==> src/rtl/pipe_pkg.sv <==
// Shared state encoding, occupancy codes and the core's default no-op control
// word for the skid-buffered pipeline stage.
package pipe_pkg;

  typedef enum logic [1:0] {
    EMPTY = 2'd0,
    ONE   = 2'd1,
    TWO   = 2'd2
  } state_t;

  localparam logic [1:0] OCC_EMPTY = 2'd0;
  localparam logic [1:0] OCC_ONE   = 2'd1;
  localparam logic [1:0] OCC_TWO   = 2'd2;

  localparam logic [7:0] CTRL_NOP  = 8'h00;

  function automatic logic [1:0] occ_of(input state_t s);
    logic [1:0] occ;
    case (s)
      ONE:     occ = OCC_ONE;
      TWO:     occ = OCC_TWO;
      default: occ = OCC_EMPTY;
    endcase
    return occ;
  endfunction

endpackage

==> src/rtl/pipe_slot.sv <==
// One held beat: valid bit plus data and control fields. Clear drops the beat
// and forces a no-op control word while leaving the data field untouched.
module pipe_slot
  import pipe_pkg::*;
#(
  parameter int unsigned       DATA_W      = 64,
  parameter int unsigned       CTRL_W      = 8,
  parameter logic [CTRL_W-1:0] CTRL_BUBBLE = CTRL_W'(CTRL_NOP),
  parameter logic [DATA_W-1:0] DATA_RST    = '0
) (
  input  logic              clk,
  input  logic              rst,
  input  logic              load_i,
  input  logic              clr_i,
  input  logic [DATA_W-1:0] data_i,
  input  logic [CTRL_W-1:0] ctrl_i,
  output logic              valid_o,
  output logic [DATA_W-1:0] data_o,
  output logic [CTRL_W-1:0] ctrl_o
);

  logic              valid_q;
  logic [DATA_W-1:0] data_q;
  logic [CTRL_W-1:0] ctrl_q;

  always_ff @(posedge clk) begin
    if (rst) begin
      valid_q <= 1'b0;
      data_q  <= DATA_RST;
      ctrl_q  <= CTRL_BUBBLE;
    end else if (clr_i) begin
      valid_q <= 1'b0;
      ctrl_q  <= CTRL_BUBBLE;
    end else if (load_i) begin
      valid_q <= 1'b1;
      data_q  <= data_i;
      ctrl_q  <= ctrl_i;
    end
  end

  assign valid_o = valid_q;
  assign data_o  = data_q;
  assign ctrl_o  = ctrl_q;

endmodule

==> src/rtl/pipe_stage_skid.sv <==
// Pipeline-stage register with valid/ready handshake and a 2-entry skid buffer.
// Optional PIPE_STAGE_STALL_CNT_EN adds a saturating backpressure counter.
module pipe_stage_skid
  import pipe_pkg::*;
#(
  parameter int unsigned       DATA_W      = 64,
  parameter int unsigned       CTRL_W      = 8,
  parameter logic [CTRL_W-1:0] CTRL_BUBBLE = CTRL_W'(CTRL_NOP),
  parameter logic [DATA_W-1:0] DATA_RST    = '0
) (
  input  logic              clk,
  input  logic              rst,
  input  logic              in_valid,
  output logic              in_ready,
  input  logic [DATA_W-1:0] in_data,
  input  logic [CTRL_W-1:0] in_ctrl,
  input  logic              flush,
  output logic              out_valid,
  input  logic              out_ready,
  output logic [DATA_W-1:0] out_data,
  output logic [CTRL_W-1:0] out_ctrl,
  output logic [1:0]        occupancy
`ifdef PIPE_STAGE_STALL_CNT_EN
  ,
  output logic [15:0]       stall_cnt
`endif
);

  state_t state_q, state_d;

  logic              accept, drain;
  logic              head_load, head_clr, skid_load, skid_clr;
  logic              head_valid, skid_valid;
  logic [DATA_W-1:0] head_data, skid_data, head_data_in;
  logic [CTRL_W-1:0] head_ctrl, skid_ctrl, head_ctrl_in;

  // in_ready decodes registered state only, so out_ready never reaches it.
  assign in_ready  = (state_q != TWO);
  assign accept    = in_valid & in_ready;
  assign drain     = out_valid & out_ready;

  assign out_valid = head_valid;
  assign out_data  = head_data;
  assign out_ctrl  = head_valid ? head_ctrl : CTRL_BUBBLE;
  assign occupancy = occ_of(state_q);

  // A held skid entry always refills the head before any new input.
  assign head_data_in = skid_valid ? skid_data : in_data;
  assign head_ctrl_in = skid_valid ? skid_ctrl : in_ctrl;

  always_comb begin
    state_d   = state_q;
    head_load = 1'b0;
    head_clr  = 1'b0;
    skid_load = 1'b0;
    skid_clr  = 1'b0;
    case (state_q)
      EMPTY: begin
        if (accept) begin
          head_load = 1'b1;
          state_d   = ONE;
        end
      end
      ONE: begin
        if (accept && drain) begin
          head_load = 1'b1;
        end else if (accept) begin
          skid_load = 1'b1;
          state_d   = TWO;
        end else if (drain) begin
          head_clr  = 1'b1;
          state_d   = EMPTY;
        end
      end
      TWO: begin
        if (drain) begin
          head_load = 1'b1;
          skid_clr  = 1'b1;
          state_d   = ONE;
        end
      end
      default: state_d = EMPTY;
    endcase
    if (flush) begin
      state_d   = EMPTY;
      head_load = 1'b0;
      skid_load = 1'b0;
      head_clr  = 1'b1;
      skid_clr  = 1'b1;
    end
  end

  always_ff @(posedge clk) begin
    if (rst) state_q <= EMPTY;
    else     state_q <= state_d;
  end

  pipe_slot #(
    .DATA_W      (DATA_W),
    .CTRL_W      (CTRL_W),
    .CTRL_BUBBLE (CTRL_BUBBLE),
    .DATA_RST    (DATA_RST)
  ) u_head (
    .clk     (clk),
    .rst     (rst),
    .load_i  (head_load),
    .clr_i   (head_clr),
    .data_i  (head_data_in),
    .ctrl_i  (head_ctrl_in),
    .valid_o (head_valid),
    .data_o  (head_data),
    .ctrl_o  (head_ctrl)
  );

  pipe_slot #(
    .DATA_W      (DATA_W),
    .CTRL_W      (CTRL_W),
    .CTRL_BUBBLE (CTRL_BUBBLE),
    .DATA_RST    (DATA_RST)
  ) u_skid (
    .clk     (clk),
    .rst     (rst),
    .load_i  (skid_load),
    .clr_i   (skid_clr),
    .data_i  (in_data),
    .ctrl_i  (in_ctrl),
    .valid_o (skid_valid),
    .data_o  (skid_data),
    .ctrl_o  (skid_ctrl)
  );

`ifdef PIPE_STAGE_STALL_CNT_EN
  logic [15:0] stall_cnt_q, stall_cnt_d;

  always_comb begin
    stall_cnt_d = stall_cnt_q;
    if (out_valid && !out_ready && (stall_cnt_q != '1))
      stall_cnt_d = stall_cnt_q + 16'd1;
  end

  always_ff @(posedge clk) begin
    if (rst) stall_cnt_q <= '0;
    else     stall_cnt_q <= stall_cnt_d;
  end

  assign stall_cnt = stall_cnt_q;
`endif

endmodule

==> config.mk <==
export PLATFORM = sky130hd
export DESIGN_NAME = pipe_stage_skid
export DESIGN_NICKNAME = d
export VERILOG_FILES = /design/src/rtl/pipe_pkg.sv /design/src/rtl/pipe_slot.sv /design/src/rtl/pipe_stage_skid.sv
export SDC_FILE = /design/constraint.sdc
export NUM_CORES = 1
export LEC_CHECK = 0
export CORE_UTILIZATION = 35
export CTS_CLUSTER_DIAMETER = 80
export DETAILED_ROUTE_END_ITERATION = 10
export GPL_TIMING_DRIVEN = 0
export PLACE_DENSITY_LB_ADDON = 0.05
export REMOVE_ABC_BUFFERS = 1
export SYNTH_ARGS = -nofsm -noshare
export SYNTH_HDL_FRONTEND = slang
export SYNTH_SLANG_ARGS = --single-unit
==> constraint.sdc <==
create_clock -name clk -period 4.3 [get_ports clk]
set_input_delay 0.645 -clock clk [delete_from_list [all_inputs] [get_ports clk]]
set_output_delay 0.645 -clock clk [all_outputs]
set_load 0.01 [all_outputs]
**Word-level counts from Yosys, hierarchy flattened**

Cells that the tools add are included.

- Bits in registers: 148
- Input port bits: 77
- Output and inout bits: 76
- Word-level logic and storage cells: 50

- Eq/ne operators: 7
- Mux-type cells: 24
- Bitwise operators: 4
- Reduce and logical (&&, ||, !) cells: 8

Operators with widths:

| kind | count |
|---|---|
| 64-bit two-way mux | 1 |
| 8-bit two-way mux | 2 |
| 1-bit two-way mux | 13 |
| 2-bit two-way mux | 5 |
| 2-bit != test, second input constant | 4 |
| 2-bit case mux with 3 select lines | 1 |
| 2-bit OR reduction | 3 |
| 2-bit case mux with 2 select lines | 1 |
| 2-bit AND reduction | 2 |
| 4-bit AND reduction | 1 |
| 3-bit != test, second input constant | 1 |
| 1-bit case mux with 3 select lines | 1 |
| 1-bit AND | 2 |
| 2-bit by 1-bit equality test with 1-bit output, second input constant | 1 |
| 2-bit equality test, second input constant | 1 |
| 2-bit logical NOT | 1 |
| 1-bit inverter | 2 |
| 1-bit logical AND | 1 |

**Logic depth before layout (Yosys ltp)**

- Word-level depth: 8
- Depth in mapped cells: 8
- Depth with buffers taken out: 4

**Cells and area by module**

Synthesis repeated with hierarchy kept, for this count alone.

- Cell total of the unflattened synthesis: 756
- Area total of the unflattened synthesis: 7,551.0 um^2

By module, submodules not included:

| module | times used | cells an instance | area each (um^2) | seq. area each (um^2) |
|---|---|---|---|---|
| pipe_slot | 2 | 322 | 3,223.1 | 1,461.4 |
| pipe_stage_skid | 1 | 112 | 1,104.8 | 40.0 |

**Worst setup path before layout**

No wires, ideal clock.

- Path kind: input -> register
- Start point: in in_valid
- End point: reg u_head.ctrl_q[6] (netlist: u_head.ctrl_o[6])
- Setup time: 155 ps
- Data arrival time: 1,829 ps
- Slack: 2,316 ps
- Stages: 7
- Path buffers: 4
- Cells stage by stage: buf_4 -> or3b_1 -> a31oi_1 -> buf_4 -> buf_6 -> buf_4 -> a211oi_1

- Cells in the longest elaborated chain, start to end: 6
- Elaborated cells between the ends (all ways): 11

RTL lines:

| element | line | text |
|---|---|---|
| start, declared | pipe_stage_skid.sv:13 | `input logic in_valid,` |
| 1-bit AND * | pipe_stage_skid.sv:39 | `assign accept = in_valid & in_ready;` |
| 1-bit two-way mux / 1-bit logical AND (equally long branches) | pipe_stage_skid.sv:67, pipe_stage_skid.sv:65 |  |
| 1-bit two-way mux | pipe_stage_skid.sv:65 | `if (accept && drain) begin` |
| 1-bit two-way mux | pipe_stage_skid.sv:57 | `case (state_q)` |
| 1-bit two-way mux | pipe_stage_skid.sv:84 | `if (flush) begin` |
| 2-bit OR reduction (no source line) | - |  |
| end signal, assigned | pipe_slot.sv:37 | `ctrl_q <= ctrl_i;` |
| end, declared | pipe_slot.sv:24 | `logic [CTRL_W-1:0] ctrl_q;` |

Every way passes the cells marked *; elsewhere a longest branch is shown, timed or not.
A chain may end at the register's enable or synchronous reset.

**Worst setup path after layout**

- Start point: in in_valid
- End point: reg u_head.data_q[61] (netlist: u_head.data_o[61])

- Cells in the longest elaborated chain, start to end: 7
- Elaborated cells between the ends (all ways): 12

RTL lines:

| element | line | text |
|---|---|---|
| 1-bit AND * | pipe_stage_skid.sv:39 |  |
| 1-bit two-way mux / 1-bit logical AND (equally long branches) | pipe_stage_skid.sv:67, pipe_stage_skid.sv:65 |  |
| 1-bit two-way mux | pipe_stage_skid.sv:65 |  |
| 1-bit two-way mux | pipe_stage_skid.sv:57 |  |
| 1-bit two-way mux | pipe_stage_skid.sv:84 |  |
| 1-bit inverter (no source line) | - |  |
| 2-bit AND reduction (no source line) * | - |  |
| end signal, assigned | pipe_slot.sv:36 | `data_q <= data_i;` |
| end, declared | pipe_slot.sv:23 | `logic [DATA_W-1:0] data_q;` |

Marked as above.

==> results.toml <==
[cells_and_area]
layout.nets = 874
instances_no_fill = 1030
final.fill_count = 1550
area.growth.synth_to_final_pct = 40.3
antenna_cells_inserted = 0
ff_latch_area_mm2 = 0.00297
area_occupied_by_multi_input_gates_mm2 = 0.00265
layout-drive-gt1-share = 0.0568

[worst_setup_path]
largest_delay_share_family_worst_path = "buffers and inverters"
criticalPathCategory = "in -> reg"
cp_max_fo = 33
worst_ep_arrival_time_ns = 3.20
worstPathCellList = "clkdlybuf4s50_1 -> or3b_1 -> a31oi_4 -> buf_12 -> buf_16 -> nor2_1 -> a211oi_1"
timing.critical_path.slowest_cell_delay_ns = 0.71
wp_data_required_ns = 4.63
critical_path.slowest_cell = "sky130_fd_sc_hd__a31oi_4"
critPathLaunchType = "primary input"
worst_setup_path_end_kind = "flop"
path_buf_inv = 3

[pwr]
comb_power_share = 0.114
net-switching-power_w = 0.000781
post-layout-total-power_w = 0.00333
internal-power_w = 0.00255
power.share.clock = 0.449
max-vdd-ir-drop_v = 0.000279
pwr-share-seq = 0.438
swShare = 0.235
p_per_area_mw_per_mm2 = 402
power.static_leakage_nw = 2.69

[run]
cap_viol_max_count = 0

[floorplan]
die_width_um = 132
pin_count = 153
core.rowCount = 47
fp.dieH_um = 132
floorplan.die_area_mm2 = 0.0174
initial_core_util = 0.357
design.core.area_mm2 = 0.0165

[route]
routedWlPerCell_um = 14.6
number_of_antenna_violating_nets_in_the_routed_design = 0
count_of_vias_placed_by_the_detailed_router = 5067
route.detailed.vias_per_inst = 4.92
drc_errors = 0
first_pass_iters = 4
routed_wl_um = 15000
drt-initial-drc-count = 239

[global_routing]
via_count_of_the_first_global_routing_pass = 4977
grt_usage = 0.180
grt_first_pass_wirelength_um = 24900
grt.overflow.total = 0
grt_antenna_before_repair = 0
pin_count_of_the_biggest_net_entering_global_routing = 72

[sta]
fin_skew_ns = 0.00806
fin_crit_ns = 2.86
fmax_mhz = 349
setup_violators_final = 0
finalSetupTns_ns = 0
report.final.hold_viol_count = 0
worst_pin_slew_ns = 0.896
setup_repair_after_global_routing_missed_its_margin = "no"
final_max_slew_viol_count = 0
maxSlewHeadroom = 0.396
min_period_over_period = 0.666

[clock_tree]
root_buffer = "sky130_fd_sc_hd__clkbuf_16"
cts.repair.resized = 0
clock-sinks = 148
cts_htree_levels = 4
clock_tree.buffer_depth = 2
cts_buffers = 17
cts_setup_buffers = 0
tritoncts = "done"
clock_latency_ns = 0.42
cts.hold.buffers_added = 0
cts.reportedPaths.clkPinSlew_ns = 0.06

[logic_synthesis]
synth_top_cell_by_area = "sky130_fd_sc_hd__dfxtp_1"
ys_ff_latch = 148
avgSynthCellArea_um2 = 8.82
synthCells = 670
commonest_cells_in_the_netlist = "sky130_fd_sc_hd__nand2_1, sky130_fd_sc_hd__dfxtp_1, sky130_fd_sc_hd__nor2_1"
synth.distinct_cells = 22
netlist.area_leader.share = 0.502
ys_top_cells_by_area = "sky130_fd_sc_hd__dfxtp_1, sky130_fd_sc_hd__mux2i_1, sky130_fd_sc_hd__nand2_1"
post-synth-top-count-cell = "sky130_fd_sc_hd__nand2_1"
ys_warn_count = 0
ys_seq_area_frac = 0.502
synth_edf_count = 0
combined_area_of_all_synthesized_cells_mm2 = 0.00591
synth_flop_cell = "sky130_fd_sc_hd__dfxtp_1"
share_of_synthesized_flip_flops_with_an_asynchronous_set_or_reset = 0

[hold_path]
timing.hold.worst.class = "reg -> reg"

[place]
place.gp.congestion = 0.729
port-buffer-count = 152
dp_cells = 998
place.detailed.hpwl_um = 9800

[status]
status = "complete, no violations"
final timing paths:
path / end / slack (ns) / start / cells after the start
min reg2reg: u_skid.ctrl_o[1] / 0.45 / u_skid.ctrl_o[1] / 2
max: u_head.data_o[61] / 1.44 / in_valid / 7
max reg2reg: u_head.data_o[61] / 1.92 / u_head.valid_o / 6
min: u_skid.ctrl_o[1] / 0.45 / u_skid.ctrl_o[1] / 2
cells in the final DEF, fill, tap and decap left out:
master and count:
sky130_fd_sc_hd__a211oi_1 72, sky130_fd_sc_hd__a21oi_1 74, sky130_fd_sc_hd__a31oi_4 1, sky130_fd_sc_hd__and2_1 8
sky130_fd_sc_hd__and4b_4 1, sky130_fd_sc_hd__buf_12 2, sky130_fd_sc_hd__buf_16 7, sky130_fd_sc_hd__buf_4 1
sky130_fd_sc_hd__buf_8 3, sky130_fd_sc_hd__bufinv_16 3, sky130_fd_sc_hd__clkbuf_1 3, sky130_fd_sc_hd__clkbuf_16 17
sky130_fd_sc_hd__clkdlybuf4s50_1 151, sky130_fd_sc_hd__clkinv_2 2, sky130_fd_sc_hd__clkinv_4 2, sky130_fd_sc_hd__clkinvlp_4 4
sky130_fd_sc_hd__dfxtp_1 147, sky130_fd_sc_hd__dfxtp_4 1, sky130_fd_sc_hd__inv_1 2, sky130_fd_sc_hd__inv_6 1
sky130_fd_sc_hd__mux2i_1 72, sky130_fd_sc_hd__nand2_1 149, sky130_fd_sc_hd__nand3_1 1, sky130_fd_sc_hd__nand3b_1 2
sky130_fd_sc_hd__nand4b_1 3, sky130_fd_sc_hd__nor2_1 77, sky130_fd_sc_hd__nor2b_1 1, sky130_fd_sc_hd__o21a_1 1
sky130_fd_sc_hd__o41ai_2 1, sky130_fd_sc_hd__or3b_1 1
routing by layer:
layer,part of all wire,wire length (um),track usage
met2,0.48,7240,0.300
met3,0.056,844,0.0592
met1,0.44,6670,0.213
met5,0,0,0
met4,0.018,271,0.0730
power groups by stage:
stage	sequential, W	clock (W)	combinational, W
after floorplan	0.00151	0	0.000137
after global placement	0.00149	0	0.000386
after detailed placement	0.00149	0	0.000381
after CTS	0.00146	0.00153	0.000384
after global routing	0.00146	0.00160	0.000413
final	0.00146	0.00149	0.000378
metrics by stage:
stage	utilization	cell area, um2	setup WS (ns)	hold WS (ns)
floorplan	-	5600	-2.85	0.430
global placement	0.448	7400	-6.75	0.441
detailed placement	0.466	7700	0.977	0.446
CTS	0.502	8290	1.42	0.455
global route	0.502	8290	1.27	0.476
finish	0.502	8290	1.44	0.452
registers in the layout, indices dropped and copies added, names as in the netlist:
register and flops:
u_head.data_o 64, u_head.ctrl_o 8, u_skid.data_o 64, u_skid.ctrl_o 8, state_q 2, u_head.valid_o 1
u_skid.valid_o 1
area by class of cell:
class	count	share of cell area
flip-flops and latches	148	0.358
inverters	2	0.000906
multi-input cells	464	0.320
repair buffers	164	0.217
well taps	220	0.0332
clock inverters	12	0.0189
clock buffers	20	0.0527
worst register-to-register path, stage by stage (launching register included):
cell	delay, ns
sky130_fd_sc_hd__dfxtp_1	0.54
sky130_fd_sc_hd__nand4b_1	0.28
sky130_fd_sc_hd__a31oi_4	0.71
sky130_fd_sc_hd__buf_12	0.29
sky130_fd_sc_hd__buf_16	0.20
sky130_fd_sc_hd__nor2_1	0.07
sky130_fd_sc_hd__a211oi_1	0.21
kinds of logic after synthesis:
family / share of synthesized area
AO/OA/AOI/OAI: 0.159
buffers and inverters: 0.0530
flip-flops: 0.502
multiplexers: 0.122
AND/OR/NAND/NOR: 0.164
Power figures use the tool's default switching activity.
